$ cat src/rtl/sseg_pkg.sv
// Shared constants for the multiplexed 7-segment score display:
// segment encodings, converter states and a width helper.
package sseg_pkg;

  localparam logic [6:0] SEG_BLANK = 7'h7F;
  localparam logic [6:0] SEG_DASH  = 7'h3F;

  typedef enum logic [1:0] {
    ST_IDLE,
    ST_SHIFT,
    ST_DONE
  } b2b_state_e;

  function automatic int clog2(input int v);
    int r;
    r = 1;
    while ((1 << r) < v) r++;
    return r;
  endfunction

  // segments g..a, active low
  function automatic logic [6:0] seg_encode(input logic [3:0] n);
    logic [6:0] s;
    case (n)
      4'd0:    s = 7'h40;
      4'd1:    s = 7'h79;
      4'd2:    s = 7'h24;
      4'd3:    s = 7'h30;
      4'd4:    s = 7'h19;
      4'd5:    s = 7'h12;
      4'd6:    s = 7'h02;
      4'd7:    s = 7'h78;
      4'd8:    s = 7'h00;
      4'd9:    s = 7'h10;
      default: s = SEG_BLANK;
    endcase
    return s;
  endfunction

endpackage

$ cat src/rtl/sseg_mux_display_bin2bcd.sv
// Sequential double-dabble binary-to-BCD converter with a
// one-deep pending slot for loads that arrive while busy.
module bin2bcd_seq
  import sseg_pkg::*;
#(
  parameter int BIN_W  = 14,
  parameter int DIGITS = 4
) (
  input  logic                  clk_i,
  input  logic                  rst_ni,
  input  logic                  load_i,
  input  logic [BIN_W-1:0]      bin_i,
  output logic                  busy_o,
  output logic                  done_o,
  output logic [4*DIGITS-1:0]   bcd_o,
  output logic                  ovf_o
);

  localparam int SW = 4 * DIGITS + 4;
  localparam int CW = clog2(BIN_W + 1);

  b2b_state_e       state_q, state_d;
  logic [BIN_W-1:0] sr_q, sr_d;
  logic [SW-1:0]    bcd_q, bcd_d;
  logic [SW-1:0]    adj;
  logic             carry_q, carry_d;
  logic [CW-1:0]    cnt_q, cnt_d;
  logic             pend_q, pend_d;
  logic [BIN_W-1:0] pbin_q, pbin_d;
  logic             restart;

  always_ff @(posedge clk_i) begin
    if (!rst_ni) begin
      state_q <= ST_IDLE;
      sr_q    <= '0;
      bcd_q   <= '0;
      carry_q <= 1'b0;
      cnt_q   <= '0;
      pend_q  <= 1'b0;
      pbin_q  <= '0;
    end else begin
      state_q <= state_d;
      sr_q    <= sr_d;
      bcd_q   <= bcd_d;
      carry_q <= carry_d;
      cnt_q   <= cnt_d;
      pend_q  <= pend_d;
      pbin_q  <= pbin_d;
    end
  end

  always_comb begin
    adj = bcd_q;
    for (int i = 0; i < DIGITS + 1; i++) begin
      if (bcd_q[4*i +: 4] >= 4'd5)
        adj[4*i +: 4] = bcd_q[4*i +: 4] + 4'd3;
    end
  end

  always_comb begin
    state_d = state_q;
    sr_d    = sr_q;
    bcd_d   = bcd_q;
    carry_d = carry_q;
    cnt_d   = cnt_q;
    pend_d  = pend_q;
    pbin_d  = pbin_q;
    done_o  = 1'b0;
    restart = pend_q || load_i;
    case (state_q)
      ST_IDLE: begin
        if (load_i) begin
          sr_d    = bin_i;
          bcd_d   = '0;
          carry_d = 1'b0;
          cnt_d   = CW'(BIN_W - 1);
          state_d = ST_SHIFT;
        end
      end
      ST_SHIFT: begin
        carry_d = carry_q | adj[SW-1];
        bcd_d   = {adj[SW-2:0], sr_q[BIN_W-1]};
        sr_d    = sr_q << 1;
        if (load_i) begin
          pend_d = 1'b1;
          pbin_d = bin_i;
        end
        if (cnt_q == '0) state_d = ST_DONE;
        else cnt_d = cnt_q - 1'b1;
      end
      ST_DONE: begin
        // a superseded result is dropped so it never reaches the display
        if (restart) begin
          sr_d    = load_i ? bin_i : pbin_q;
          bcd_d   = '0;
          carry_d = 1'b0;
          cnt_d   = CW'(BIN_W - 1);
          pend_d  = 1'b0;
          state_d = ST_SHIFT;
        end else begin
          done_o  = 1'b1;
          state_d = ST_IDLE;
        end
      end
      default: state_d = ST_IDLE;
    endcase
  end

  assign busy_o = (state_q != ST_IDLE);
  assign bcd_o  = bcd_q[4*DIGITS-1:0];
  assign ovf_o  = carry_q | (|bcd_q[SW-1 -: 4]);

endmodule

$ cat src/rtl/sseg_mux_display.sv
// Multiplexed common-anode 7-segment score display with blanking,
// decimal points, overflow dashes and blink.
module sseg_mux_display
  import sseg_pkg::*;
#(
  parameter int CLK_FREQ = 65_000_000,
  parameter int SCAN_HZ  = 4000,
  parameter int DIGITS   = 4,
  parameter int BIN_W    = 14,
  parameter int BLANK_LZ = 1,
  parameter int BLINK_HZ = 2
) (
  input  logic              clk65MHz,
  input  logic              rst_n,
  input  logic [BIN_W-1:0]  bin,
  input  logic              load,
  input  logic              blink_en,
  input  logic [DIGITS-1:0] dp_mask,
  output logic              busy,
  output logic              ovf,
  output logic [6:0]        sseg_ca,
  output logic              sseg_dp,
  output logic [DIGITS-1:0] sseg_an
);

  localparam int SCAN_DIV  = CLK_FREQ / SCAN_HZ;
  localparam int BLINK_DIV = CLK_FREQ / BLINK_HZ;
  localparam int SCW = clog2(SCAN_DIV);
  localparam int BLW = clog2(BLINK_DIV);
  localparam int DW  = clog2(DIGITS);

  logic                b2b_done;
  logic                b2b_ovf;
  logic [4*DIGITS-1:0] b2b_bcd;

  logic [4*DIGITS-1:0] disp_q, disp_d;
  logic                ovf_q, ovf_d;
  logic [SCW-1:0]      scan_q, scan_d;
  logic [DW-1:0]       dig_q, dig_d;
  logic [BLW-1:0]      blk_q, blk_d;
  logic                phase_q, phase_d;
  logic                tick;

  logic [DIGITS-1:0]   lz;
  logic                lz_acc;
  logic [3:0]          nib;
  logic                blank, off;
  logic [DIGITS-1:0]   an_d;
  logic [6:0]          ca_d;
  logic                dp_d;

  bin2bcd_seq #(
    .BIN_W  (BIN_W),
    .DIGITS (DIGITS)
  ) u_b2b (
    .clk_i  (clk65MHz),
    .rst_ni (rst_n),
    .load_i (load),
    .bin_i  (bin),
    .busy_o (busy),
    .done_o (b2b_done),
    .bcd_o  (b2b_bcd),
    .ovf_o  (b2b_ovf)
  );

  assign disp_d = b2b_done ? b2b_bcd : disp_q;
  assign ovf_d  = b2b_done ? b2b_ovf : ovf_q;

  assign tick   = (scan_q == '0);
  assign scan_d = tick ? SCW'(SCAN_DIV - 1) : scan_q - 1'b1;

  always_comb begin
    dig_d = dig_q;
    if (tick)
      dig_d = (dig_q == DW'(DIGITS - 1)) ? '0 : dig_q + 1'b1;
  end

  always_comb begin
    blk_d   = blk_q + 1'b1;
    phase_d = phase_q;
    if (blk_q == BLW'(BLINK_DIV - 1)) begin
      blk_d   = '0;
      phase_d = ~phase_q;
    end
  end

  // lz[k]: nibbles k..DIGITS-1 of the next display value are all zero
  always_comb begin
    lz     = '0;
    lz_acc = 1'b1;
    for (int k = DIGITS - 1; k >= 0; k--) begin
      lz_acc = lz_acc & (disp_d[4*k +: 4] == 4'd0);
      lz[k]  = lz_acc;
    end
  end

  // outputs come from next-state values so a digit never tears
  always_comb begin
    nib   = disp_d[4*dig_d +: 4];
    blank = (BLANK_LZ != 0) && (dig_d != '0)
            && !ovf_d && lz[dig_d];
    off   = blank || (blink_en && !phase_d);
    an_d  = off ? '1 : ~(DIGITS'(1) << dig_d);
    dp_d  = off | ~dp_mask[dig_d];
    ca_d  = SEG_BLANK;
    unique case (1'b1)
      off:            ca_d = SEG_BLANK;
      !off && ovf_d:  ca_d = SEG_DASH;
      !off && !ovf_d: ca_d = seg_encode(nib);
    endcase
  end

  always_ff @(posedge clk65MHz) begin
    if (!rst_n) begin
      disp_q  <= '0;
      ovf_q   <= 1'b0;
      scan_q  <= '0;
      dig_q   <= '0;
      blk_q   <= '0;
      phase_q <= 1'b1;
      sseg_an <= '1;
      sseg_ca <= SEG_BLANK;
      sseg_dp <= 1'b1;
    end else begin
      disp_q  <= disp_d;
      ovf_q   <= ovf_d;
      scan_q  <= scan_d;
      dig_q   <= dig_d;
      blk_q   <= blk_d;
      phase_q <= phase_d;
      sseg_an <= an_d;
      sseg_ca <= ca_d;
      sseg_dp <= dp_d;
    end
  end

  assign ovf = ovf_q;

endmodule
$ cat config.mk
export PLATFORM = sky130hd
export DESIGN_NAME = sseg_mux_display
export DESIGN_NICKNAME = d
export VERILOG_FILES = /design/src/rtl/sseg_pkg.sv /design/src/rtl/sseg_mux_display_bin2bcd.sv /design/src/rtl/sseg_mux_display.sv
export SDC_FILE = /design/constraint.sdc
export NUM_CORES = 1
export LEC_CHECK = 0
export ABC_AREA = 0
export CAP_MARGIN = 5
export CORE_ASPECT_RATIO = 0.6
export CORE_MARGIN = 2
export CORE_UTILIZATION = 25
export CTS_CLUSTER_SIZE = 10
export DETAILED_ROUTE_END_ITERATION = 16
export GPL_TIMING_DRIVEN = 0
export REMOVE_ABC_BUFFERS = 1
export SETUP_SLACK_MARGIN = 0.05
export SLEW_MARGIN = 10
export SYNTH_ARGS = -nofsm -noshare
export SYNTH_HDL_FRONTEND = slang
export SYNTH_SLANG_ARGS = --single-unit
$ cat constraint.sdc
create_clock -name clk65MHz -period 4.5 [get_ports clk65MHz]
set_clock_uncertainty 0.2 [all_clocks]
set_input_delay 0.45 -clock clk65MHz [delete_from_list [all_inputs] [get_ports clk65MHz]]
set_output_delay 0.45 -clock clk65MHz [all_outputs]
set_load 0.1 [all_outputs]
==> flow_metrics.tcl <==
set metrics [dict create \
    instances_no_fill 1113 \
    start_kind "flop" \
    critical-path-top-delay-family "simple AND/OR/NAND/NOR gates" \
    h-tree-depth 4 \
    drive_gt1_share_pct 6.76 \
    internal_power_w 0.00257 \
    placed_area_um2 6960 \
    cap_violations 0 \
    switchingPower_w 0.00144 \
    p_leak_nw 2.81 \
    synth_edf_count 0 \
    start_util_pct 25.2 \
    synth.distinct_cells 66 \
    dr.pass1.iters 5 \
    synth_area_per_cell_um2 8.34 \
    cpPeakStageDelay_ns 0.66 \
    drtAntennaViolNets 0 \
    p_per_area_nw_per_um2 528 \
    wl_um 14800 \
    finalSetupViolCount 0 \
    io_buffers 35 \
    comb_power_share_pct 29.5 \
    antenna_found_initial 0 \
    max_freq_mhz 246 \
    relSlewSlack_pct 16.7 \
    routabilityCongestion 0.811 \
    vias 5288 \
    finalMaxSlewViolations 0 \
    grt-ovfl-total 0 \
    viasPerCell 4.75 \
    nNetsFinal 819 \
    hold_ws_ns 0.252 \
    hold_viol 0 \
    synth_flop_cell "dfxtp_1" \
    clkLatencyLatePin_ns 0.43 \
    crit_buf_inv 2 \
    fin_crit_sh_pct 90.5 \
    wl_per_cell_um 13.3 \
    root_buffer "clkbuf_16" \
    fp-row-count 45 \
    grtUsageTotal_pct 11.5 \
    vdd_drop_max_mv 0.382 \
    grt_pass1_wl_um 24700 \
    crit_required_ns 4.66 \
    cts.path.max_buffers 2 \
    finish.instance_area_um2 7590 \
    seq_area_frac_synth_pct 40.2 \
    netlist_area_um2 6320 \
    critical_path_class "flop to flop" \
    grt_pass1_vias 4910 \
    hold_path_class "flop to flop" \
    ctsHoldBuffers 0 \
    fill_cells 2620 \
    io_pins 36 \
    clk_pin_slew_ns 0.06 \
    postCtsSetupBuffers 0 \
    synth_top_cell_by_area "dfxtp_1" \
    status "finished clean" \
    die-area_um2 26600 \
    layout_commonest_cell "dfxtp_1" \
    path_cells "inv_1, ha_1, or4b_1, or4_4, a21oi_2, o22ai_1, a211oi_1, a21o_1, inv_1, ha_1, nor3_1, a211oi_1, o21ai_1" \
    pwr-share-seq_pct 33.7 \
    hpwl_um 9720 \
    async_reset_ff_share_pct 0 \
    worstPathMaxFanout 15 \
    cts_tree "built" \
    period_needed_ns 4.07 \
    ys_warn_count 0 \
    antennaDiodeCount 0 \
    cp.arrival_ns 4.23 \
    cts-buffers-inserted 17 \
    placedCellCount 1081 \
    final_cell_mix "127 x dfxtp_1, 98 x nor2_1, 86 x nand2_1" \
    crit_slowest_cell "or4_4" \
    coreArea_um2 25100 \
    tightest_slew_ns 1.25 \
    switching_share_pct 35.9 \
    dr.first_iter.drc_count 295 \
    tns_ns 0 \
    clkSinkCount 127 \
    ys_ff_latch 127 \
    netlist_instances 758 \
    cp-end-kind "flop" \
    synth_top_area_share_pct 40.2 \
    p_clk_share_pct 36.8 \
    synthToLayoutAreaGrowth_pct 20.1 \
    die_width_um 209 \
    die_h_um 127 \
    synth_area_leaders "dfxtp_1 40%, nor2_1 5.8%, ha_1 5.1%" \
    rsz0062_at_grt "false" \
    grt_max_degree 70 \
    drc_errors 0 \
    cts_resized 0 \
]
## area by class of cell
class	instances	area, um^2	share of cell area, %
multi-input cells	560	3500	46.1
flip-flops and latches	127	2540	33.5
clock buffers	19	443	5.84
well taps	329	412	5.42
repair buffers	39	404	5.33
clock inverters	13	186	2.46
inverters	26	100	1.32
## state kept, by name, summed over array words and instances (netlist names), 2 cells and up
signal,count
blk_q,25
u_b2b.state_q,2
sseg_ca,7
u_b2b.bcd_q,20
u_b2b.sr_q,14
sseg_an,4
u_b2b.pbin_q,14
scan_q,14
dig_q,2
disp_q,16
u_b2b.cnt_q,4
## synth_stat cells, types with 7 or more instances
library cell / n
dfxtp_1: 127
nor2_1: 98
nand2_1: 86
a21oi_1: 50
clkbuf_1: 40
o21ai_0: 29
ha_1: 26
inv_1: 26
xnor2_1: 25
a22oi_1: 20
nand2b_1: 18
and3_1: 16
nor3_1: 16
a211oi_1: 15
a221oi_1: 15
a22o_1: 15
mux2i_1: 15
nand3_1: 15
nor4_1: 14
xor2_1: 13
nand4_1: 7
## worst paths after layout
check                           slack (ns)         endpoint  cells past startpoint             from
worst max register to register        0.43       sseg_ca[5]                     13        scan_q[0]
worst min register to register        0.25  u_b2b.pbin_q[0]                      2  u_b2b.pbin_q[0]
worst min-delay path                  0.25  u_b2b.pbin_q[0]                      2  u_b2b.pbin_q[0]
worst max-delay path                  0.43       sseg_ca[5]                     13        scan_q[0]
## worst register-to-register path, delay by kind of cell, from the launching register on
family                     cells  cell delay (ns)
adders and majority gates      2             0.40
and+or+nand+nor                3             1.48
DFF                            1             0.32
AOI/OAI and AO/OA              6             1.44
buffers and inverters          2             0.18
## kinds of logic after synthesis
logic type,after synthesis,synth area share (%)
AO/OA/AOI/OAI,181,19.9
XOR/XNOR,38,5.27
adder cells (fa/ha/maj),26,5.15
buffers and inverters,71,4.53
flip-flops,127,40.2
multiplexers,16,2.61
AND/OR/NAND/NOR,299,22.3
## power groups by stage
stage | Combinational [W] | Clock (W) | Sequential (W)
floorplan | 0.000585 | 0 | 0.00166
global placement | 0.00116 | 0 | 0.00137
detailed placement | 0.00117 | 0 | 0.00137
CTS | 0.00118 | 0.00151 | 0.00135
global route | 0.00128 | 0.00156 | 0.00137
finish | 0.00118 | 0.00147 | 0.00135
## per-stage QoR
stage | total power [W] | worst slack [ns] | utilization (%)
floorplan | 0.00224 | 0.495 | -
global placement | 0.00253 | -1.44 | 27.5
detailed placement | 0.00254 | 0.372 | 27.8
CTS | 0.00404 | 0.415 | 30.3
global route | 0.00420 | 0.0709 | 30.3
finish | 0.00400 | 0.429 | 30.3
## routing by layer
metal	GRT usage [%]	wire length, um	vias up
met1	16.0	7800	2493
met2	16.7	6190	72
met3	3.32	536	17
met4	4.37	229	0
li1	-	-	2706
met5	0	0	-
Power figures use the tool's default switching activity.
